File: config.mk
export PLATFORM = sky130hd
export DESIGN_NAME = debouncer
export DESIGN_NICKNAME = d
export VERILOG_FILES = /design/src/rtl/debouncer_pkg.sv /design/src/rtl/sync_chain.sv /design/src/rtl/debouncer.sv
export SDC_FILE = /design/constraint.sdc
export NUM_CORES = 1
export LEC_CHECK = 0
export ABC_AREA = 1
export BUFFER_PORTS_ARGS = -buffer_cell sky130_fd_sc_hd__buf_4
export CELL_PAD_IN_SITES_DETAIL_PLACEMENT = 0
export CELL_PAD_IN_SITES_GLOBAL_PLACEMENT = 1
export CORE_AREA = 2 2 39 41
export CTS_CLUSTER_SIZE = 8
export DETAILED_ROUTE_END_ITERATION = 6
export DIE_AREA = 0 0 41 43
export GPL_ROUTABILITY_DRIVEN = 0
export PLACE_DENSITY_LB_ADDON = 0.1
export SYNTH_ARGS = -nofsm -noshare
export SYNTH_HDL_FRONTEND = slang
export SYNTH_SLANG_ARGS = --single-unit
File: constraint.sdc
create_clock -name clk -period 1.3 [get_ports clk]
set_clock_uncertainty 0.05 [all_clocks]
set_input_delay 0.26 -clock clk [delete_from_list [all_inputs] [get_ports clk]]
set_output_delay 0.26 -clock clk [all_outputs]
set_load 0.01 [all_outputs]
File: src/rtl/debouncer_pkg.sv
//==============================================================================
// Module      : debouncer_pkg
// Description : Shared types and constants for the debouncer.
// Revision    : 1.0 - initial release
//==============================================================================
`default_nettype none

package debouncer_pkg;

    typedef enum logic [0:0] {
        STABLE = 1'b0,
        CHECK  = 1'b1
    } state_t;

    localparam int                     c_glitch_cnt_w   = 8;
    localparam logic [c_glitch_cnt_w-1:0] c_glitch_cnt_max = 8'hFF;

endpackage

`default_nettype wire

File: src/rtl/sync_chain.sv
//==============================================================================
// Module      : sync_chain
// Description : Multi-flop synchroniser for an asynchronous single-bit input.
// Revision    : 1.0 - initial release
//==============================================================================
`default_nettype none

module sync_chain #(
    parameter int   STAGES    = 2,
    parameter logic RESET_VAL = 1'b0
) (
    input  logic clk,
    input  logic reset,
    input  logic d_i,
    output logic q_o
);

    logic [STAGES-1:0] r_chain;

    always_ff @(posedge clk) begin
        if (!reset) begin
            r_chain <= {STAGES{RESET_VAL}};
        end else begin
            r_chain <= {r_chain[STAGES-2:0], d_i};
        end
    end

    assign q_o = r_chain[STAGES-1];

endmodule

`default_nettype wire

File: src/rtl/debouncer.sv
//==============================================================================
// Module      : debouncer
// Description : Synchronises and debounces a bouncing pad input. Optional
//               rejected-change counter enabled by DEBOUNCER_GLITCH_CNT_EN.
// Revision    : 1.0 - initial release
//==============================================================================
`default_nettype none

module debouncer
    import debouncer_pkg::*;
#(
    parameter int   SYNC_STAGES     = 2,
    parameter int   DEBOUNCE_CYCLES = 16,
    parameter logic RESET_LEVEL     = 1'b0
) (
    input  logic                      clk,
    input  logic                      reset,
    input  logic                      a_i,
    output logic                      level_o,
    output logic                      busy_o
`ifdef DEBOUNCER_GLITCH_CNT_EN
    ,
    output logic [c_glitch_cnt_w-1:0] glitch_cnt_o
`endif
);

    localparam int                 c_cnt_w    = $clog2(DEBOUNCE_CYCLES);
    localparam logic [c_cnt_w-1:0] c_cnt_last = c_cnt_w'(DEBOUNCE_CYCLES - 1);

    logic               w_sync;
    state_t             r_state;
    state_t             w_state_nxt;
    logic [c_cnt_w-1:0] r_cnt;
    logic [c_cnt_w-1:0] w_cnt_nxt;
    logic               r_lvl;
    logic               w_lvl_nxt;

    sync_chain #(
        .STAGES    (SYNC_STAGES),
        .RESET_VAL (RESET_LEVEL)
    ) u_sync (
        .clk   (clk),
        .reset (reset),
        .d_i   (a_i),
        .q_o   (w_sync)
    );

    always_comb begin
        w_state_nxt = r_state;
        w_cnt_nxt   = r_cnt;
        w_lvl_nxt   = r_lvl;
        case (r_state)
            STABLE: begin
                if (w_sync != r_lvl) begin
                    w_state_nxt = CHECK;
                    w_cnt_nxt   = '0;
                end
            end
            CHECK: begin
                if (w_sync == r_lvl) begin
                    w_state_nxt = STABLE;
                end else if (r_cnt == c_cnt_last) begin
                    w_state_nxt = STABLE;
                    w_lvl_nxt   = w_sync;
                end else begin
                    w_cnt_nxt   = r_cnt + 1'b1;
                end
            end
            default: begin
                w_state_nxt = STABLE;
            end
        endcase
    end

    always_ff @(posedge clk) begin
        if (!reset) begin
            r_state <= STABLE;
            r_cnt   <= '0;
            r_lvl   <= RESET_LEVEL;
        end else begin
            r_state <= w_state_nxt;
            r_cnt   <= w_cnt_nxt;
            r_lvl   <= w_lvl_nxt;
        end
    end

    assign level_o = r_lvl;
    assign busy_o  = (r_state == CHECK);

`ifdef DEBOUNCER_GLITCH_CNT_EN
    // A glitch is a candidate that reverts before qualification completes.
    logic                      w_glitch;
    logic [c_glitch_cnt_w-1:0] r_glitch_cnt;

    assign w_glitch = (r_state == CHECK) && (w_sync == r_lvl);

    always_ff @(posedge clk) begin
        if (!reset) begin
            r_glitch_cnt <= '0;
        end else if (w_glitch && (r_glitch_cnt != c_glitch_cnt_max)) begin
            r_glitch_cnt <= r_glitch_cnt + 1'b1;
        end
    end

    assign glitch_cnt_o = r_glitch_cnt;
`endif

endmodule

`default_nettype wire

Word level (Yosys, flattened, before mapping) --
Index checks and enable logic that the tools add are counted.
Storage, ports and cells: register bits after elaboration 8, input port bits 3, output and inout port bits 2
Cells by class: add/sub/neg operators 1, eq/ne operators 6, muxes and demuxes 8, bitwise logic cells 2, reductions and logical operators 2
Operators with widths (count):
- two-way mux 4 bit | 3
- one-hot mux 4 bit (2 select lines) | 1
- != test 2 bit, second input constant | 3
- AND reduction 3 bit | 2
- adder 4 x 1 -> 4 bit, second input constant | 1
- == test 4 bit, second input constant | 1
- two-way mux 1 bit | 3
- NOT 1 bit | 2
- one-hot mux 1 bit (2 select lines) | 1
- == test 1 bit | 1
- != test 1 bit | 1

Depth between registers and ports, before layout --
depth in word-level cells 4, depth in mapped cells 6, depth with buffers taken out 6

Cells and area by module --
A second synthesis with hierarchy kept.
Second synthesis, totals: cells, all modules 53, area, all modules 384.1 um2
By module, submodules not included:
- debouncer | times used 1, cells each 47, area an instance 329.1 um2, seq. area each 120.1 um2
- sync_chain | times used 1, cells each 6, area an instance 55.1 um2, seq. area each 40.0 um2

Worst setup path after synthesis --
Ideal clock, no wire load.
path type register to register, start point register r_cnt[0], end point register r_cnt[2], arrival time 1012 ps, data required time 1180 ps, setup slack 168 ps, stages on the path, launching flop included 7, path buffers 0, cell sequence dfxtp_1 ha_1 nand3_1 nand2_1 nor2_1 nand2_1 a21oi_1
On the way: cells in the longest elaborated chain, start to end 4, elaborated cells on any way between the ends 7
RTL lines:
- start: declaration | line debouncer.sv:33 | logic [c_cnt_w-1:0] r_cnt;
- start signal: assignment | line debouncer.sv:82 | r_cnt <= w_cnt_nxt;
- adder 4 x 1 -> 4 bit | line debouncer.sv:66 | w_cnt_nxt = r_cnt + 1'b1;
- two-way mux 4 bit | line debouncer.sv:62 | end else if (r_cnt == c_cnt_last) begin
- two-way mux 4 bit | line debouncer.sv:60 | if (w_sync == r_lvl) begin
- one-hot mux 4 bit (2 select lines) | line debouncer.sv:52 | case (r_state)
Several ways; a longest one is shown, not always the timed one. The select of a mux whose other input is x is not followed. A chain may end at the register's enable or synchronous reset.

Worst setup path in the final report --
Same ends and word-level chain as after synthesis.

==> summary.md <==
| Metric | Value |
|---|---|
| Outcome | finished clean |
| Initial drt markers | 2 |
| Fin. max-slew vios | 0 |
| Worst Hold Depth | 3 |
| Vias in the first global route | 357 |
| Crit-path max FO | 3 |
| Rel. slew slack | 82.3% |
| Syn Inst Count | 50 |
| Pin count of the biggest net entering global routing | 7 |
| Setup_tns | 0 ns |
| Worst-Skew Late Latency | 0.25 ns |
| I/O pin cnt | 5 |
| Final setup fails | 0 |
| Port buffer count | 4 |
| Lkg Pwr | 0.220 nW |
| RSZ-0062 raised after global routing | no |
| Largest family of logic cells by synthesized area | simple AND/OR/NAND/NOR gates |
| Area added between synthesis and finish | 24.2% |
| # nets final | 65 |
| Row count | 14 |
| DR pass1 iterations | 2 |
| Max Freq | 855 MHz |
| Vias per inst | 4.49 |
| Cell variety after synth | 13 |
| Hold Fails Final Rpt | 0 |
| Root Buffer | clkbuf_4 |
| Number of synthesized register bits | 8 |
| Cell Area, Synth | 373 um2 |
| Hold Path Class | in -> reg |
| CP Class | reg -> reg |
| DP Area | 438 um2 |
| Drt drc | 0 |
| Final HPWL from detailed placement | 582 um |
| GR Overflow Total | 0 |
| Clock Sinks | 8 |
| Worst r2r path cells | 6 |
| PD cells | 1010 nW/um2 |
| CTS Hold Buffers Added | 0 |
| CP Launch Type | register |
| WL/cell | 9.75 um |
| Synth Warn # | 0 |
| Commonest non-fill, non-tap cells in the layout | 18 x nand2_1, 8 x dfxtp_1, 6 x inv_1, 6 x buf_4, 4 x a21oi_1 |
| Commonest non-fill, non-tap cell in the layout | nand2_1 |
| Setup crit end kind | register |
| Clock tree buffer depth | 2 |
| Slew @ Worst Pin | 0.265 ns |
| Die W | 41 um |
| Syn Nets | 54 |
| Antenna-violating nets left | 0 |
| Final Cycle Share | 90.0% |
| Fin crit period | 1.17 ns |
| Synth Area in Simple Gates | 38.6% |
| TritonCTS buffer count | 3 |
| Initial Util | 26.9% |
| CTS tree | yes |
| Worst Path Required | 1.44 ns |
| Core Region | 1380 um2 |
| Die Footprint | 1760 um2 |
| Design area | 463 um2 |
| First-pass GRT wire length | 1370 um |
| Worst Path Arrival | 1.31 ns |
| Post-synthesis sequential area ratio | 43.0% |
| Vias | 337 |
| Max-cap viol count | 0 |
| Fraction of layout cells with a size suffix above 1 | 20.3% |
| Total GRT Usage | 12.0% |
| Ant. Diodes | 0 |
| Initial antenna violation count | 0 |
| Post-Syn Area per Cell | 7.46 um2 |
| Compound-cell area share of the yosys netlist | 6.71% |
| Post-Synth XOR/XNOR Area | 2.35% |
| Post-synthesis mux area share | 0% |
| Die span in y | 43 um |
| Final wirelength | 731 um |
| Reg clk slew, reported paths | 0.05 ns |
| Adder-Cell Fraction of Synth Area | 3.36% |
| Peak VDD IR | 0.412 mV |
| H-tree Lvls | 1 |
[worst max-delay path: stages, from the launching register on]
cell     delay (ns)
dfxtp_1        0.31
ha_1           0.26
nand3_1        0.10
nand2_1        0.06
nor2_2         0.13
nand2_1        0.07
a21oi_1        0.12
[synthesized netlist by cell type]
master     n  area (um2)
a21oi_1    4        20.0
dfxtp_1    8         160
ha_1       1        12.5
inv_1      6        22.5
nand2_1   18        67.6
nand2_4    1        11.3
nand3_1    3        15.0
nand3b_1   1        7.51
nand4_1    1        6.26
nand4_4    1        21.3
nor2_1     4        15.0
o21ai_0    1        5.00
xor2_1     1        8.76
[per-layer routing]
layer / vias to the layer above / part of all wire, % / GRT usage (%)
met4: 0 / 1.1 / 10.0
met2: 5 / 56 / 18.4
li1: 177 / - / -
met1: 153 / 39 / 11.7
met5: - / 0 / 0
met3: 2 / 3.7 / 4.71
[cell families (layout without fill, tap and decap cells)]
| family | count (synthesis) | in the layout |
|---|---|---|
| fa+ha+maj | 1 | 1 |
| compound gates | 5 | 5 |
| buf+inv | 6 | 15 |
| flops | 8 | 8 |
| xor+xnor | 1 | 1 |
| simple gates | 29 | 29 |
[layout make-up]
type                       count  area [um2]
inverter                       6        22.5
fill                         153         921
sequential                     8         160
timing repair buffer           6        45.0
multi-input combinational     36         193
clock buffer                   3        22.5
tap                           16        20.0
[flip-flops by register name (all words and copies together) (netlist names)]
signal,flops
busy_o,1
u_sync.r_chain,2
r_cnt,4
level_o,1
[per-stage QoR]
| step | util [%] | std cells | power [mW] | hold WS (ns) | setup slack (ns) |
|---|---|---|---|---|---|
| after floorplan | - | 50 | 0.269 | 0.303 | 0.168 |
| after global placement | 31.6 | 72 | 0.279 | 0.347 | 0.156 |
| after detailed placement | 31.6 | 72 | 0.280 | 0.355 | 0.0846 |
| after CTS | 33.3 | 75 | 0.481 | 0.134 | 0.0595 |
| after global routing | 33.5 | 75 | 0.500 | 0.156 | 0.0118 |
| final | 33.5 | 75 | 0.466 | 0.140 | 0.130 |
[worst paths after layout]
check | from | to | slack (ns)
setup / recovery | r_cnt[0] | r_cnt[2] | 0.13
hold / removal | a_i | u_sync.r_chain[0] | 0.14
setup reg to reg | r_cnt[0] | r_cnt[2] | 0.13
hold reg to reg | u_sync.r_chain[0] | u_sync.r_chain[1] | 0.36
[timing repair]
action | in CTS | in global routing
resized for setup | 0 | 1
setup endpoints to repair | 0 | 2
setup buffers | 0 | 0
hold endpoints to repair | 0 | 0
[report_power, final]
group / switching [mW] / total [mW] / internal [mW]
Clock: 0.0854 / 0.191 / 0.106
Sequential: 0.00325 / 0.253 / 0.249
Combinational: 0.0121 / 0.0219 / 0.00976
Note: power is estimated with default switching activity, not from simulation.
